**src/rtl/rc_int_pkg.sv**
```systemverilog
// Shared constants and types for the interrupt-channel FIFO bank.
package rc_int_pkg;

  localparam int unsigned LevelW   = 3;
  localparam int unsigned MaxDepth = 7;

  typedef logic [LevelW-1:0] rc_int_level_t;

endpackage

```
**src/rtl/rc_int_fifo.sv**
```systemverilog
// Single-channel FIFO: registered level, modulo-Depth pointers, no bypass paths.
// Storage is not reset; only pointers and level are cleared.
module rc_int_fifo
  import rc_int_pkg::*;
#(
  parameter int unsigned Depth = 4,
  parameter int unsigned DataW = 16
) (
  input  logic                 clk,
  input  logic                 rst,
  input  logic                 push,
  input  logic [DataW-1:0]     push_data,
  input  logic                 pop,
  output logic                 ready,
  output rc_int_level_t        level,
  output logic [DataW-1:0]     head
);

  localparam int unsigned PtrW = (Depth > 1) ? $clog2(Depth) : 1;
  localparam logic [PtrW-1:0] LastPtr  = PtrW'(Depth - 1);
  localparam rc_int_level_t   DepthLvl = LevelW'(Depth);

  logic [DataW-1:0] mem_q [Depth];
  logic [PtrW-1:0]  wr_ptr_q, wr_ptr_d;
  logic [PtrW-1:0]  rd_ptr_q, rd_ptr_d;
  rc_int_level_t    level_q, level_d;
  logic             do_push, do_pop;

  // Accept/pop qualification and next-state for pointers and level
  always_comb begin
    do_push  = push && (level_q < DepthLvl);
    do_pop   = pop && (level_q != '0);
    wr_ptr_d = wr_ptr_q;
    rd_ptr_d = rd_ptr_q;
    level_d  = level_q;
    if (do_push) begin
      wr_ptr_d = (wr_ptr_q == LastPtr) ? '0 : wr_ptr_q + PtrW'(1);
    end
    if (do_pop) begin
      rd_ptr_d = (rd_ptr_q == LastPtr) ? '0 : rd_ptr_q + PtrW'(1);
    end
    case ({do_push, do_pop})
      2'b10:   level_d = level_q + LevelW'(1);
      2'b01:   level_d = level_q - LevelW'(1);
      default: level_d = level_q;
    endcase
  end

  always_ff @(posedge clk) begin
    if (rst) begin
      wr_ptr_q <= '0;
      rd_ptr_q <= '0;
      level_q  <= '0;
    end else begin
      wr_ptr_q <= wr_ptr_d;
      rd_ptr_q <= rd_ptr_d;
      level_q  <= level_d;
    end
  end

  always_ff @(posedge clk) begin
    if (do_push) begin
      mem_q[wr_ptr_q] <= push_data;
    end
  end

  assign ready = (level_q < DepthLvl);
  assign level = level_q;
  assign head  = mem_q[rd_ptr_q];

endmodule

```
**src/rtl/rc_int_fifo_bank.sv**
```systemverilog
// Bank of per-channel interrupt FIFOs drained through one round-robin pop port.
// A grant that is presented but not accepted is held until the consumer takes it.
module rc_int_fifo_bank
  import rc_int_pkg::*;
#(
  parameter int unsigned NumRcInt = 8,
  parameter int unsigned DataW    = 16,
  parameter int unsigned Depth    = 4
) (
  input  logic                               clk,
  input  logic                               rst,
  input  logic [NumRcInt-1:0]                wr_valid,
  input  logic [NumRcInt-1:0][DataW-1:0]     wr_data,
  output logic [NumRcInt-1:0]                wr_ready,
  output logic                               rd_valid,
  input  logic                               rd_ready,
  output logic [DataW-1:0]                   rd_data,
  output logic [$clog2(NumRcInt)-1:0]        rd_chan,
  output logic [NumRcInt-1:0][2:0]           amf_rc_int_fifo_level
);

  localparam int unsigned ChanW = $clog2(NumRcInt);
  localparam int unsigned SumW  = ChanW + 1;
  localparam logic [ChanW-1:0] LastChan = ChanW'(NumRcInt - 1);

  logic [NumRcInt-1:0]            nonempty;
  logic [NumRcInt-1:0]            pop_vec;
  logic [NumRcInt-1:0][DataW-1:0] head;

  logic [ChanW-1:0] rr_ptr_q, rr_ptr_d;
  logic             hold_vld_q, hold_vld_d;
  logic [ChanW-1:0] hold_chan_q, hold_chan_d;

  logic [ChanW-1:0] search_chan;
  logic [ChanW-1:0] grant_chan;
  logic [SumW-1:0]  cand;
  logic             found;
  logic             pop;

  for (genvar i = 0; i < NumRcInt; i++) begin : g_chan
    rc_int_fifo #(
      .Depth (Depth),
      .DataW (DataW)
    ) u_fifo (
      .clk       (clk),
      .rst       (rst),
      .push      (wr_valid[i]),
      .push_data (wr_data[i]),
      .pop       (pop_vec[i]),
      .ready     (wr_ready[i]),
      .level     (amf_rc_int_fifo_level[i]),
      .head      (head[i])
    );
    assign nonempty[i] = (amf_rc_int_fifo_level[i] != '0);
  end

  // First non-empty channel at or after rr_ptr, wrapping modulo NumRcInt
  always_comb begin
    found       = 1'b0;
    search_chan = '0;
    cand        = '0;
    for (int unsigned k = 0; k < NumRcInt; k++) begin
      cand = {1'b0, rr_ptr_q} + SumW'(k);
      if (cand >= SumW'(NumRcInt)) begin
        cand = cand - SumW'(NumRcInt);
      end
      if (!found && nonempty[cand[ChanW-1:0]]) begin
        found       = 1'b1;
        search_chan = cand[ChanW-1:0];
      end
    end
  end

  // Pop port, grant hold and round-robin pointer update
  always_comb begin
    rd_valid    = |nonempty;
    grant_chan  = hold_vld_q ? hold_chan_q : search_chan;
    rd_chan     = rd_valid ? grant_chan : '0;
    rd_data     = rd_valid ? head[grant_chan] : '0;
    pop         = rd_valid && rd_ready;
    pop_vec     = '0;
    if (pop) begin
      pop_vec[grant_chan] = 1'b1;
    end
    hold_vld_d  = rd_valid && !rd_ready;
    hold_chan_d = grant_chan;
    rr_ptr_d    = rr_ptr_q;
    if (pop) begin
      rr_ptr_d = (grant_chan == LastChan) ? '0 : grant_chan + ChanW'(1);
    end
  end

  always_ff @(posedge clk) begin
    if (rst) begin
      rr_ptr_q    <= '0;
      hold_vld_q  <= 1'b0;
      hold_chan_q <= '0;
    end else begin
      rr_ptr_q    <= rr_ptr_d;
      hold_vld_q  <= hold_vld_d;
      hold_chan_q <= hold_chan_d;
    end
  end

endmodule

```
**config.mk**
```make
export PLATFORM = sky130hd
export DESIGN_NAME = rc_int_fifo_bank
export DESIGN_NICKNAME = d
export VERILOG_FILES = /design/src/rtl/rc_int_pkg.sv /design/src/rtl/rc_int_fifo.sv /design/src/rtl/rc_int_fifo_bank.sv
export SDC_FILE = /design/constraint.sdc
export NUM_CORES = 1
export LEC_CHECK = 0
export ABC_AREA = 1
export BUFFER_PORTS_ARGS = -buffer_cell sky130_fd_sc_hd__buf_2
export CORE_MARGIN = 4
export CORE_UTILIZATION = 32
export CTS_CLUSTER_SIZE = 28
export DETAILED_ROUTE_END_ITERATION = 12
export GPL_TIMING_DRIVEN = 0
export HOLD_SLACK_MARGIN = 0.03
export SYNTH_ARGS = -nofsm -noshare
export SYNTH_HDL_FRONTEND = slang
export SYNTH_SLANG_ARGS = --single-unit
```
**constraint.sdc**
```tcl
create_clock -name clk -period 10.8 [get_ports clk]
set_clock_uncertainty 0.1 [all_clocks]
set_input_delay 0 -clock clk [delete_from_list [all_inputs] [get_ports clk]]
set_output_delay 0 -clock clk [all_outputs]
set_load 0.01 [all_outputs]
```
-- Word-level counts from Yosys, hierarchy flattened
Memory sizes are Yosys's and may differ from the RTL's. A register that Yosys moved wholly into a read port is not among the register bits.
Cells that the tools add are included.
- bits in registers: 63
- bits in writable memories: 512
- output and inout bits: 52
- bits of input ports: 139
- memories: 8
- logic and storage cells: 297
- memory list (name ; depth ; width ; rd ports ; clocked after Yosys merged registers in ; write ports ; RTL line ; RTL):
    g_chan[0].u_fifo.mem_q ; 4 ; 16 ; 1 ; 1 ; 1 ; rc_int_fifo.sv:23 ; logic [DataW-1:0] mem_q [Depth];
    g_chan[1].u_fifo.mem_q ; 4 ; 16 ; 1 ; 1 ; 1 ; rc_int_fifo.sv:23 ;
    g_chan[2].u_fifo.mem_q ; 4 ; 16 ; 1 ; 1 ; 1 ; rc_int_fifo.sv:23 ;
    g_chan[3].u_fifo.mem_q ; 4 ; 16 ; 1 ; 1 ; 1 ; rc_int_fifo.sv:23 ;
    g_chan[4].u_fifo.mem_q ; 4 ; 16 ; 1 ; 1 ; 1 ; rc_int_fifo.sv:23 ;
    g_chan[5].u_fifo.mem_q ; 4 ; 16 ; 1 ; 1 ; 1 ; rc_int_fifo.sv:23 ;
    2 more memories ; -- ; -- ; -- ; -- ; -- ; -- ;
- multiplexer cells: 104
- reduce and logical (&&, ||, !) cells: 51
- equality and inequality tests: 33
- order comparisons: 26
- add/sub/neg operators: 48
- operators by type and width (cell ; number):
    two-way mux 2 bit ; 32
    two-way mux 3 bit ; 19
    binary-select mux 16 bit (select 3 bit) ; 1
    equality test 2 bit, second input constant ; 24
    one-hot mux 3 bit (2 select lines) ; 8
    subtractor 3 x 1 -> 3 bit, second input constant ; 16
    < comparator 3 x 4 -> 1 bit, second input constant ; 9
    adder 2 x 1 -> 2 bit, second input constant ; 16
    two-way mux 1 bit ; 32
    two-way mux 16 bit ; 2
    greater-or-equal comparator 4 bit, second input constant ; 7
    adder 3 x 1 -> 3 bit, second input constant ; 9
    logical AND 1 bit ; 26
    binary-select mux 1 bit (select 3 bit) ; 8
    < comparator 3 bit, second input constant ; 8
    nonzero test 3 bit ; 8
    adder 3 x 3 -> 4 bit, second input constant ; 4
    equality test 2 x 1 -> 1 bit, second input constant ; 8
    nonzero test 2 bit ; 8
    adder 3 x 2 -> 4 bit, second input constant ; 2
    zero test 1 bit ; 8
    two-way mux 8 bit ; 1
    OR reduction 8 bit ; 1
    adder 3 x 1 -> 4 bit, second input constant ; 1
    4 further kinds ; 4

-- Logic depth before layout (Yosys ltp)
- depth after elaboration: 35
- gate-level depth with buffers: 29
- depth with buffers taken out: 27

-- By module
From an unflattened synthesis, not the netlist that was laid out.
- cell total of the unflattened synthesis: 2310
- area total of the unflattened synthesis: 25520.7 um^2
- modules (own cells, without submodules) (module ; area each (um^2) ; times used ; seq. area each (um^2) ; cells an instance):
    rc_int_fifo ; 2836.5 ; 8 ; 2102.0 ; 219
    rc_int_fifo_bank ; 2829.0 ; 1 ; 140.1 ; 558

-- Worst setup path after synthesis
OpenSTA, ideal clock, no wires.
- kind: register to register
- start: register rr_ptr_q[1]
- end: register g_chan[6].u_fifo.level_q[2]
- slack: 7.231 ns
- stages on the path, launching flop included: 28
- arrival time: 3.347 ns
- buffers on the path: 2
- required time: 10.578 ns
- path through: dfxtp_1 -> buf_4 -> inv_2 -> ha_1 -> buf_2 -> inv_1 -> nand3_1 -> nand3_1 -> nand2_1 -> nand3_4 -> nor2_4 -> nand4_4 -> nand2_1 -> inv_2 -> nand2_2 -> nand3_2 -> nand2_4 -> nand2_1 -> inv_1 -> nand3_1 -> inv_1 -> ha_1 -> inv_1 -> fa_1 -> a21oi_1 -> o21ai_0 -> o21ai_0 -> a21oi_1
- longest elaborated chain between the ends: 35
- elaborated cells between the ends (all ways): 88
- classes of those cells: add/sub: 15; order compare: 10; eq/ne: 2; mux: 44; reduce/logical: 17
- ends and longest elaborated chain (element ; RTL line ; RTL):
    start, declared ; rc_int_fifo_bank.sv:30 ; logic [ChanW-1:0] rr_ptr_q, rr_ptr_d;
    start signal, assigned ; rc_int_fifo_bank.sv:99 ; rr_ptr_q <= rr_ptr_d;
    parallel branches: the longest is 25 deep, another holds adder 3 x 1 -> 4 bit ; -- ;
    two-way mux 3 bit (*) ; rc_int_fifo_bank.sv:67 ; if (!found && nonempty[cand[ChanW-1:0]]) begin
    two-way mux 3 bit (*) ; rc_int_fifo_bank.sv:77 ; grant_chan = hold_vld_q ? hold_chan_q : search_chan;
    < comparator 3 x 4 -> 1 bit (implied by the code) or greater-or-equal comparator 3 x 1 -> 1 bit (tied branches) ; rc_int_fifo_bank.sv:83 ; pop_vec[grant_chan] = 1'b1;
    logical AND 1 bit (implied by the code) ; rc_int_fifo_bank.sv:83 ;
    two-way mux 1 bit (implied by the code) ; rc_int_fifo_bank.sv:83 ;
    demux 1 bit (select 3 bit) (*) ; rc_int_fifo_bank.sv:83 ;
    two-way mux 8 bit (*) ; rc_int_fifo_bank.sv:82 ; if (pop) begin
    logical AND 1 bit (*) ; rc_int_fifo.sv:32 ; do_pop = pop && (level_q != '0);
    equality test 2 x 1 -> 1 bit or equality test 2 bit (tied branches) ; rc_int_fifo.sv:42 ; case ({do_push, do_pop})
    one-hot mux 3 bit (2 select lines) or nonzero test 2 bit (tied branches) ; -- ;
    end signal, assigned ; rc_int_fifo.sv:57 ; level_q <= level_d;
    end, declared ; rc_int_fifo.sv:26 ; rc_int_level_t level_q, level_d;
Mark *: on every way between the ends. The select of a mux whose other input is x is not followed.
A chain may end at the register's enable or synchronous reset.

-- Final worst setup path
- start: register rr_ptr_q[1]
- end: output rd_data[4]
- longest elaborated chain between the ends: 30
- elaborated cells between the ends (all ways): 80
- classes of those cells: add/sub: 15; order compare: 8; mux: 43; reduce/logical: 14
- ends and longest elaborated chain (element ; RTL line ; RTL):
    parallel branches: the longest is 25 deep, another holds adder 3 x 1 -> 4 bit ; -- ;
    two-way mux 3 bit (*) ; rc_int_fifo_bank.sv:67 ;
    two-way mux 3 bit (*) ; rc_int_fifo_bank.sv:77 ;
    binary-select mux 16 bit (select 3 bit) (*) ; rc_int_fifo_bank.sv:79 ; rd_data = rd_valid ? head[grant_chan] : '0;
    two-way mux 16 bit (implied by the code) (*) ; rc_int_fifo_bank.sv:79 ;
    two-way mux 16 bit (*) ; rc_int_fifo_bank.sv:79 ;
    end, declared ; rc_int_fifo_bank.sv:17 ; output logic [DataW-1:0] rd_data,
Marked as above.

==> reports/metrics.yaml <==
power_and_ir_drop:
  ir_drop_v: 0.000228
  p_comb_share_pct: 46.5
  p_seq_share_pct: 31.3
  p_leak_nw: 11.8
  p_per_area_nw_per_um2: 289
  p_total_mw: 9.08
  internal-power_mw: 5.09
  switching_share_pct: 43.9
  netSwitchingPower_mw: 3.98
  p_clk_share_pct: 22.2
clock_network:
  tritoncts: "yes"
  cts_buffer_depth: 3
  cts-root-buf: "clkbuf_16"
  cts_sinks: 591
  post-cts-setup-buffers: 0
  htreeDepth: 2
  cts.clk_slew.worst_paths_ns: 0.07
  cts_made_buffers: 61
  clock_latency_ns: 0.62
synth:
  synth-compound-area-share_pct: 11.4
  ys_seq_area_share_pct: 68.0
  synth_nets: 2356
  synthArstFlopShare_pct: 0
  yosysUniqueCellTypes: 47
  synth_edf_count: 512
  synth_seq_cells: 591
  synthFlopType: "edfxtp_1"
  synthSimpleGateAreaFrac_pct: 13.1
  muxShareOfSynthArea_pct: 0
  yosysWarningCount: 0
  syn_inst: 2159
  synth_area_leaders: "edfxtp_1 62%, nand2_1 7.1%, dfxtp_1 6.3%"
  syn_area_um2: 24900
  synth_top_family_by_area: "simple AND/OR/NAND/NOR gates"
  synthXorXnorAreaFrac_pct: 0.231
  yosys-top-cells-count: "512 x edfxtp_1, 472 x nand2_1, 185 x nor2_1"
  synth_most_common_cell: "edfxtp_1"
  synth_top_cell_by_area: "edfxtp_1"
  avgSynthCellArea_um2: 11.6
  yosys.area_share.adder_pct: 3.15
  synth_top_cell_area_share_pct: 61.6
timing:
  post-route-period-util_pct: 42.6
  hold_violations: 0
  max_slew_margin_pct: 28.4
  worst_pin_slew_ns: 1.07
  final.setup.worst_slack_ns: 6.20
  rsz0062_at_grt: "no"
  finalSetupTns_ns: 0
  fmax_mhz: 217
  setup-violations-final: 0
  slew_violations: 0
  hold_ws_ns: 0.0463
  period_needed_ns: 4.60
route:
  dr.pass1.iters: 5
  drt_wl_total_um: 76200
  ant_nets: 0
  drc: 0
  detail_route.vias_per_cell: 5.00
  dr_total_vias: 18499
  drtIter0Drc: 1666
  detail_route.wl_per_cell_um: 20.6
final_layout:
  design_area_um2: 31400
  synthToLayoutAreaGrowth_pct: 25.9
  fin_cells: 3703
  nNetsFinal: 2815
  final_util_pct: 40.6
  final_layout_size_suffix_gt1_share_pct: 15.8
  diodes: 0
floorplan:
  num_rows: 102
  dieHeight_um: 287
  die_area_um2: 82500
  die_w_um: 287
  core_area_um2: 77300
  ios: 191
  start_util_pct: 32.3
worst_setup_path:
  r2r_slack_ns: 6.33
  crit_fanout: 10
  critPathArrivalTime_ns: 4.50
  crit_buf_inv: 8
  required_ns: 10.70
  path_cells: "buf_4 -> inv_2 -> ha_1 -> buf_2 -> inv_1 -> nand3_1 -> nand3_1 -> nand2_1 -> nand3_4 -> nor2_4 -> nand4_4 -> nand2_1 -> inv_2 -> nand2_2 -> nand3_2 -> nand2_4 -> buf_12 -> buf_6 -> nand2_1 -> o21ai_1 -> nand2_1 -> nand3_1 -> nand2_1 -> buf_2"
  critPathMaxStageDelay_ns: 0.33
  critical_path_class: "register to primary output"
  crit_family: "simple AND/OR/NAND/NOR gates"
  start_kind: "register"
  endpoint_kind: "primary output"
  worst_path_max_delay_cell: "dfxtp_1"
  worst_path_most_repeated_cell: "nand2_1"
global_routing:
  grt_max_degree: 17
  grt_use_total_pct: 17.8
  antenna_found_initial: 4
  grt_pass1_vias: 18160
  grt_overflow: 0
  grt_pass1_wl_um: 111000
placed_design:
  dp_slack_ns: 6.44
  placed_area_um2: 27800
  place_congestion: 0.860
  hpwl_um: 55500
  port_buffers: 189
  place_inst: 3420
outcome:
  status: "finished, final reports clean"
hold_path:
  hp-class: "input port to register"
job:
  drv_cap: 0
-- layer usage --
metal	vias up	wire [µm]	global-route usage, %
li1	8610	-	-
met1	9050	31600	23.4
met5	-	54	0
met4	6	2940	6.49
met2	702	35800	29.2
met3	131	5830	3.66
-- registers in the layout, indices dropped and copies added (netlist names), named ones only --
signal and count:
hold_vld_q 1, g_chan.u_fifo.mem_q 512, g_chan.u_fifo.wr_ptr_q 16, hold_chan_q 3, g_chan.u_fifo.rd_ptr_q 16, g_chan.u_fifo.level 24, rr_ptr_q 3
-- placed cells by master (no fill, tap or decap), types with 16 or more instances in the layout --
master	netlist	routed
nand3_1	97	97
inv_2	16	16
clkbuf_1	74	85
o21ai_0	153	153
nand2_1	472	472
nor2_1	185	153
buf_2	13	202
o21ai_1	33	33
edfxtp_1	512	512
inv_1	112	112
ha_1	50	50
nor2_2	3	35
o22ai_1	41	41
buf_8	1	33
clkbuf_16	0	61
a32o_1	63	63
dlygate4sd3_1	0	175
dfxtp_1	79	79
a32oi_1	24	24
a21oi_1	144	144
-- worst register-to-register path: stages (launching register included) --
cell	delay (ns)
dfxtp_1	0.33
buf_4	0.20
inv_2	0.10
ha_1	0.27
buf_2	0.22
inv_1	0.13
nand3_1	0.13
nand2_1	0.08
nand2_1	0.09
a21boi_2	0.32
nand4_2	0.17
nor2_1	0.11
nor2_1	0.06
nand2_1	0.08
nand2_2	0.12
inv_2	0.14
nand2_1	0.09
inv_2	0.09
nand2_1	0.11
inv_1	0.14
ha_1	0.16
inv_1	0.07
fa_1	0.38
o21ai_0	0.41
o21ai_0	0.14
a21oi_1	0.14
-- cells by family (layout without fill, tap and decap cells) --
logic type | count (synthesis) | in the layout
adder cells (fa/ha/maj) | 58 | 58
XOR/XNOR | 4 | 4
AO/OA/AOI/OAI | 470 | 470
AND/OR/NAND/NOR | 792 | 792
flip-flops | 591 | 591
buffers and inverters | 244 | 748
-- final timing paths --
path,start,to,depth (start not counted)
worst min register to register,g_chan[3].u_fifo.rd_ptr_q[0],g_chan[3].u_fifo.rd_ptr_q[0],2
worst min-delay path,wr_data[8],g_chan[0].u_fifo.mem_q[1][8],2
worst max register to register,rr_ptr_q[1],g_chan[5].u_fifo.level[2],25
worst max-delay path,rr_ptr_q[1],rd_data[4],24
-- what timing repair did --
item | in CTS | in global routing
setup endpoints to repair | 0 | 0
hold endpoints to repair | 574 | 0
hold buffers | 175 | 0
gates resized for setup | 0 | 0
-- power groups by stage --
stage / sequential [mW] / clock, mW / combinational, mW
6_report: 2.84 / 2.01 / 4.22
3_5_place_dp: 2.89 / 0 / 4.11
3_3_place_gp: 2.88 / 0 / 4.03
4_1_cts: 2.84 / 2.05 / 4.18
5_1_grt: 2.86 / 2.14 / 4.56
2_1_floorplan: 2.86 / 0 / 2.35
-- final cells by class --
class                   instances  area [µm²]
fillers                      7318       45900
flip-flops and latches        591       17000
multi-input cells            1324        7020
repair buffers                396        3180
clock buffers                  74        1600
well taps                    1040        1300
plain buffers                 113         552
inverters                     131         494
clock inverters                34         299
Note: power is estimated with default switching activity, not from simulation.
